### config.mk
export PLATFORM = sky130hd
export DESIGN_NAME = hp_reg3_fifo_m
export DESIGN_NICKNAME = d
export VERILOG_FILES = /design/src/rtl/hp_reg3_fifo_m.sv
export SDC_FILE = /design/constraint.sdc
export NUM_CORES = 1
export LEC_CHECK = 0
export BUFFER_PORTS_ARGS = -buffer_cell sky130_fd_sc_hd__buf_2
export CORE_ASPECT_RATIO = 0.75
export CORE_MARGIN = 5
export CORE_UTILIZATION = 30
export DETAILED_ROUTE_END_ITERATION = 6
export GPL_ROUTABILITY_DRIVEN = 0
export GPL_TIMING_DRIVEN = 0
export HOLD_SLACK_MARGIN = 0.05
export PLACE_DENSITY = 0.6
export SLEW_MARGIN = 40
export SYNTH_ARGS = -nofsm -noshare
export SYNTH_HDL_FRONTEND = slang
export SYNTH_SLANG_ARGS = --single-unit
export TNS_END_PERCENT = 20
### constraint.sdc
create_clock -name p2_clk -period 2.8 [get_ports p2_clk]
set_clock_uncertainty 0.05 [all_clocks]
set_input_delay 0.28 -clock p2_clk [delete_from_list [all_inputs] [get_ports p2_clk]]
set_output_delay 0.28 -clock p2_clk [all_outputs]
set_load 0.005 [all_outputs]
### src/rtl/hp_reg3_fifo_m.sv
// hp_reg3_fifo_m: 1-byte register / 2-byte FIFO with sticky error flags and NMI request
module hp_reg3_fifo_m (
  input  logic       p2_clk,
  input  logic       rst,
  input  logic       two_byte,
  input  logic       nmi_en,
  input  logic       wr_en,
  input  logic [7:0] wr_data,
  input  logic       rd_en,
  output logic [7:0] rd_data,
  output logic       data_available,
  output logic       not_full,
  output logic [1:0] count,
  output logic       nmi_req,
  output logic       overflow,
  output logic       underflow
);
  logic       mode_q;
  logic [7:0] mem_q [2];
  logic       wp_q, rp_q;
  logic [1:0] count_q, count_d, cap;
  logic [7:0] rd_data_q;
  logic       nmi_q, ovf_q, unf_q;
  logic       flush, wr_ok, rd_ok;
  // decode capacity from the registered mode; a mode mismatch flushes and blocks strobes
  always_comb begin
    cap     = mode_q ? 2'd2 : 2'd1;
    flush   = mode_q != two_byte;
    wr_ok   = wr_en && count_q < cap && !flush;
    rd_ok   = rd_en && count_q != 2'd0 && !flush;
    count_d = flush ? 2'd0 : count_q + {1'b0, wr_ok} - {1'b0, rd_ok};
  end
  // storage array needs no reset: count gates what can be read back
  always_ff @(posedge p2_clk)
    if (!rst && wr_ok) mem_q[wp_q] <= wr_data;
  // pointers, occupancy, read register, sticky flags and NMI request
  always_ff @(posedge p2_clk) begin
    if (rst) begin
      mode_q    <= two_byte;
      count_q   <= 2'd0;
      wp_q      <= 1'b0;
      rp_q      <= 1'b0;
      rd_data_q <= 8'h00;
      ovf_q     <= 1'b0;
      unf_q     <= 1'b0;
      nmi_q     <= 1'b0;
    end else begin
      mode_q  <= two_byte;
      count_q <= count_d;
      wp_q    <= flush ? 1'b0 : wp_q ^ wr_ok;
      rp_q    <= flush ? 1'b0 : rp_q ^ rd_ok;
      if (rd_ok) rd_data_q <= mem_q[rp_q];
      ovf_q   <= ovf_q | (wr_en && !flush && !wr_ok);
      unf_q   <= unf_q | (rd_en && !flush && !rd_ok);
      nmi_q   <= nmi_en && count_d == cap;
    end
  end
  assign rd_data        = rd_data_q;
  assign count          = count_q;
  assign not_full       = count_q < cap;
  assign data_available = count_q == cap;
  assign nmi_req        = nmi_q;
  assign overflow       = ovf_q;
  assign underflow      = unf_q;
endmodule

# Word-level counts from Yosys, hierarchy flattened
# Memory sizes are Yosys's and may differ from the RTL's. A register that Yosys moved wholly into a read port is not among the register bits.
# Index checks and enable logic that the tools add are counted.
# word_totals
inputBits	14
memories	1
word_cells	38
reg_bits	8
ramBits	16
output_inout_bits	15
# mem_list
memory	depth	width	rd	rd_ports_with_merged_regs	write_ports	line	rtl
mem_q	2	8	1	1	1	19	logic [7:0] mem_q [2];
# op_classes
n_bitwise	4
magnitude_cmp	1
add_sub_neg	2
mux	4
reduce_logical	16
n_eq_ne	3
# op_table
operator	count
logical AND 1 bit	10
equality test 2 bit	2
logical NOT 1 bit	4
two-way mux 2 bit	2
adder 2 x 1 -> 2 bit	1
< comparator 2 bit	1
two-way mux 1 bit	2
OR 1 bit	2
nonzero test 2 bit	1
OR reduction 2 bit	1
subtractor 2 x 1 -> 2 bit	1
XOR 1 bit	2
!= test 1 bit	1

# Depth between registers and ports, before layout
# depth
word_depth	9
mapped_depth	10
depth_no_buf	10

# Worst setup path before layout
# OpenSTA, ideal clock, no wires.
# synth_timing
path_kind	flip-flop to flip-flop
startpoint	reg mode_q
endpoint	reg nmi_q, in the netlist nmi_req
path_stages_with_launch	10
setup_ns	0.072
period_less_slack_ns	2.739
required_time_ns	2.678
setup_slack_ns	0.061
arrival_time_ns	2.617
n_path_buf	0
path_cell_list	dfxtp_1 inv_1 ha_1 nor2b_1 or4b_4 ha_1 inv_1 ha_1 or4b_1 mux2i_1
# synth_between
elab_chain_cells	9
elab_cells_between_ends	12
cone_classes	2 x add/sub; 1 x order compare; 2 x eq/ne; 2 x mux; 5 x reduce/logical
# synth_lines
element	line	rtl
start, declared	18	logic mode_q;
start signal, assigned	39	mode_q <= two_byte;
start signal, assigned	48	mode_q <= two_byte;
two-way mux 2 bit	27	cap = mode_q ? 2'd2 : 2'd1;
< comparator 2 bit	29	wr_ok = wr_en && count_q < cap && !flush;
logical AND 1 bit (2 in series)	29	
adder 2 x 1 -> 2 bit	31	count_d = flush ? 2'd0 : count_q + {1'b0, wr_ok} - {1'b0, rd_ok};
subtractor 2 x 1 -> 2 bit	31	
two-way mux 2 bit	31	
equality test 2 bit *	55	nmi_q <= nmi_en && count_d == cap;
logical AND 1 bit *	55	
end signal, assigned	55	
end, declared	23	logic nmi_q, ovf_q, unf_q;
# Mark *: on every way between the ends. The rest lies on a longest branch, timed or not.
# A chain may end at the register's enable or synchronous reset.

# Worst setup path in the final report
# Same ends and word-level chain as after synthesis.

==> out/metrics.csv <==
stage;metric;value;unit
run_status;status;finished, final reports clean;
floorplan;die_area;5940;um2
clock_tree;clk_path_buf_depth;2;
worst_setup_path;setup.worst_path.start_class;flop;
worst_setup_path;critPathMaxFanout;3;
global_routing;grt_max_degree;11;
layout;final_cells;203;
clock_tree;clk_latency;280;ps
power;p_clk_frac;0.358;
power;p_seq_frac;0.547;
drt;post-route-drc-count;0;
power;combPwrFrac;0.095;
layout;nNetsFinal;163;
yosys;synth_nets;126;
yosys;ys_top_cells_by_count;16 x dfxtp_1, 16 x edfxtp_1, 12 x inv_1;
worst_setup_path;critPathBufInv;2;
clock_tree;cts.sinks;32;
floorplan;fp.dieW;87.3;um
worst_setup_path;worstSetupEndpointType;flop;
global_routing;antenna_found_initial;0;
power;switchingPower;215;uW
worst_setup_path;crit_slowest_cell;or4b_4;
yosys;synth_ff_type;edfxtp_1;
global_routing;grt_overflow;0;
placed_design;portBuffers;28;
drt;ant_nets;0;
yosys;synth_cells;108;
drt;drtIter0Drc;37;
power;p_per_area;556;nW/um2
yosys;synth_warnings;0;
layout;final_util;0.383;
power;vdd_drop_max;317;uV
power;switching_share;0.230;
yosys;synthArstFlopShare;0;
yosys;synth_edf_count;16;
global_routing;grt_pass1_vias;924;
drt;first_pass_iters;4;
power;power_leakage;0.643;nW
worst_setup_path;critPathMaxStageDelay;550;ps
clock_tree;cts_hold_buf;0;
timing;hold_slack;137;ps
timing;final_hold_viol_count;0;
floorplan;start_util;0.307;
timing;tns;0;ps
layout;drive_gt1_frac;0.377;
worst_setup_path;cp_top_family;simple AND/OR/NAND/NOR gates;
power;power.total;934;uW
worst_setup_path;cp.required;2960;ps
power;p_int;718;uW
floorplan;chipHeight;68.0;um
placed_design;dp_hpwl;1990;um
yosys;synth_area;1350;um2
timing;rsz0062_at_grt;no;
drt;vias_per_cell;4.50;
worst_setup_path;crit_chain;inv_1, ha_1, nor2b_1, or4b_4, ha_1, inv_1, ha_4, or4b_1, mux2i_1;
timing;final_max_slew_viol_count;0;
drt;num_vias;914;
layout;n_antenna_cell;0;
yosys;synth.distinct_cells;30;
placed_design;place_inst;193;
clock_tree;clk_pin_slew;70;ps
yosys;yosysSeqAreaShare;0.595;
timing;fin_crit_sh;0.955;
global_routing;grt_first_pass_wirelength;4390;um
floorplan;io_pins;29;
floorplan;row_count;21;
yosys;synth_area_leader_cell;edfxtp_1;
global_routing;grt_usage;0.101;
worst_setup_path;arrival;2830;ps
yosys;synth_top_area_frac;0.357;
drt;routed_wl;2710;um
timing;relSlewSlack;0.545;
yosys;synth_area_leaders;edfxtp_1 36%, dfxtp_1 24%, mux2_2 7.5%, a211oi_1 4.5%, ha_1 3.7%;
clock_tree;cts_buffers;5;
timing;setup_viol;0;
clock_tree;cts_tree;yes;
timing;worst_slew_pin_slew;680;ps
floorplan;coreArea;4390;um2
hold_path;worst_hold_path_type;in -> reg;
yosys;synth-seq-cells;32;
drt;wl_per_cell;13.4;um
clock_tree;root_buffer;clkbuf_8;
timing;finalCriticalPeriod;2670;ps
timing;max_freq;374;MHz
job;drv_cap;0;
worst_setup_path;crit_type;reg -> reg;
layout;fill_cells;437;
layout;area_growth;24.8;%
clock_tree;cts_max_level;2;
yosys;synth.avg_cell_area;12.5;um2
[metrics by stage]
step / area, um2 / setup slack, ps
global route: 1680 / 32.2
floorplan: 1350 / 61.1
CTS: 1670 / 26.2
finish: 1680 / 126
global placement: 1560 / -120
detailed placement: 1570 / -111
[layout make-up]
type	count	area, um2	share of cell area
inverters	14	52.6	0.0313
plain buffers	5	23.8	0.0142
well taps	57	71.3	0.0425
clock inverters	1	5.00	0.00298
clock buffers	7	76.3	0.0455
flip-flops and latches	32	805	0.479
repair buffers	30	155	0.0924
multi-input cells	57	490	0.292
[final timing paths]
path / from / endpoint / slack (ps) / depth (start not counted)
setup / recovery: mode_q / nmi_req / 130 / 9
hold / removal: wr_data[0] / mem_q[1][0] / 140 / 1
setup reg to reg: mode_q / nmi_req / 130 / 9
hold reg to reg: overflow / overflow / 400 / 2
[registers in the layout (all words and copies together) (netlist names)]
| register | count |
|---|---|
| mem_q | 16 |
| rd_data | 8 |
| count | 2 |
| mode_q | 1 |
| nmi_req | 1 |
| overflow | 1 |
| rp_q | 1 |
| underflow | 1 |
| wp_q | 1 |
[cell families (layout without fill, tap and decap cells)]
logic type,Yosys count,after routing,share of synthesized area
adders and majority gates,4,4,0.0372
DFF,32,32,0.595
buffers and inverters,19,57,0.0567
muxes,11,11,0.0940
and+or+nand+nor,27,27,0.127
AOI/OAI and AO/OA,11,11,0.0586
xor gates and xnor gates,4,4,0.0316
[power groups by stage]
stage | clock [mW] | sequential [mW] | combinational (mW)
after global routing | 0.371 | 0.512 | 0.100
after global placement | 0 | 0.521 | 0.0780
after floorplan | 0 | 0.521 | 0.0479
after detailed placement | 0 | 0.522 | 0.0829
after CTS | 0.344 | 0.510 | 0.0883
final | 0.334 | 0.510 | 0.0891
[what timing repair did]
item                                    CTS  global route
resized for setup                         2             1
pin swaps                                 1             1
endpoints found under the setup margin    1             1
setup buffers                             2             0
hold endpoints to repair                  0             0
[cells in the final DEF (no fill, tap or decap)]
master | synthesis | final
xor2_1 | 1 | 1
nand2_1 | 2 | 2
dfxtp_4 | 0 | 1
nor3b_1 | 4 | 3
nor4b_1 | 1 | 1
mux2i_1 | 1 | 1
nor3_2 | 0 | 1
clkbuf_1 | 3 | 5
xor2_2 | 1 | 1
buf_2 | 1 | 29
and2_1 | 1 | 1
nor2_1 | 3 | 3
nor3_1 | 4 | 3
mux2_4 | 1 | 1
edfxtp_1 | 16 | 16
buf_4 | 1 | 3
clkinv_1 | 1 | 1
mux2_2 | 9 | 9
or4b_1 | 1 | 1
or4b_4 | 1 | 1
nor3b_2 | 0 | 1
xnor2_1 | 2 | 2
a211oi_1 | 8 | 8
a21oi_1 | 1 | 1
o211ai_1 | 1 | 1
ha_4 | 0 | 1
inv_1 | 12 | 12
nor2b_1 | 1 | 1
inv_2 | 1 | 1
clkbuf_8 | 0 | 5
clkinv_2 | 0 | 1
dfxtp_1 | 16 | 15
a31oi_1 | 1 | 1
ha_1 | 4 | 3
nor4_1 | 8 | 8
or3_1 | 1 | 1
[routing by layer]
metal	vias up	GRT usage	routed length [um]
met5	-	0	0
met3	5	0.0397	197
met4	0	0.0402	25
li1	467	-	-
met2	24	0.145	1190
met1	418	0.136	1300
(Power assumes the default switching activity.)
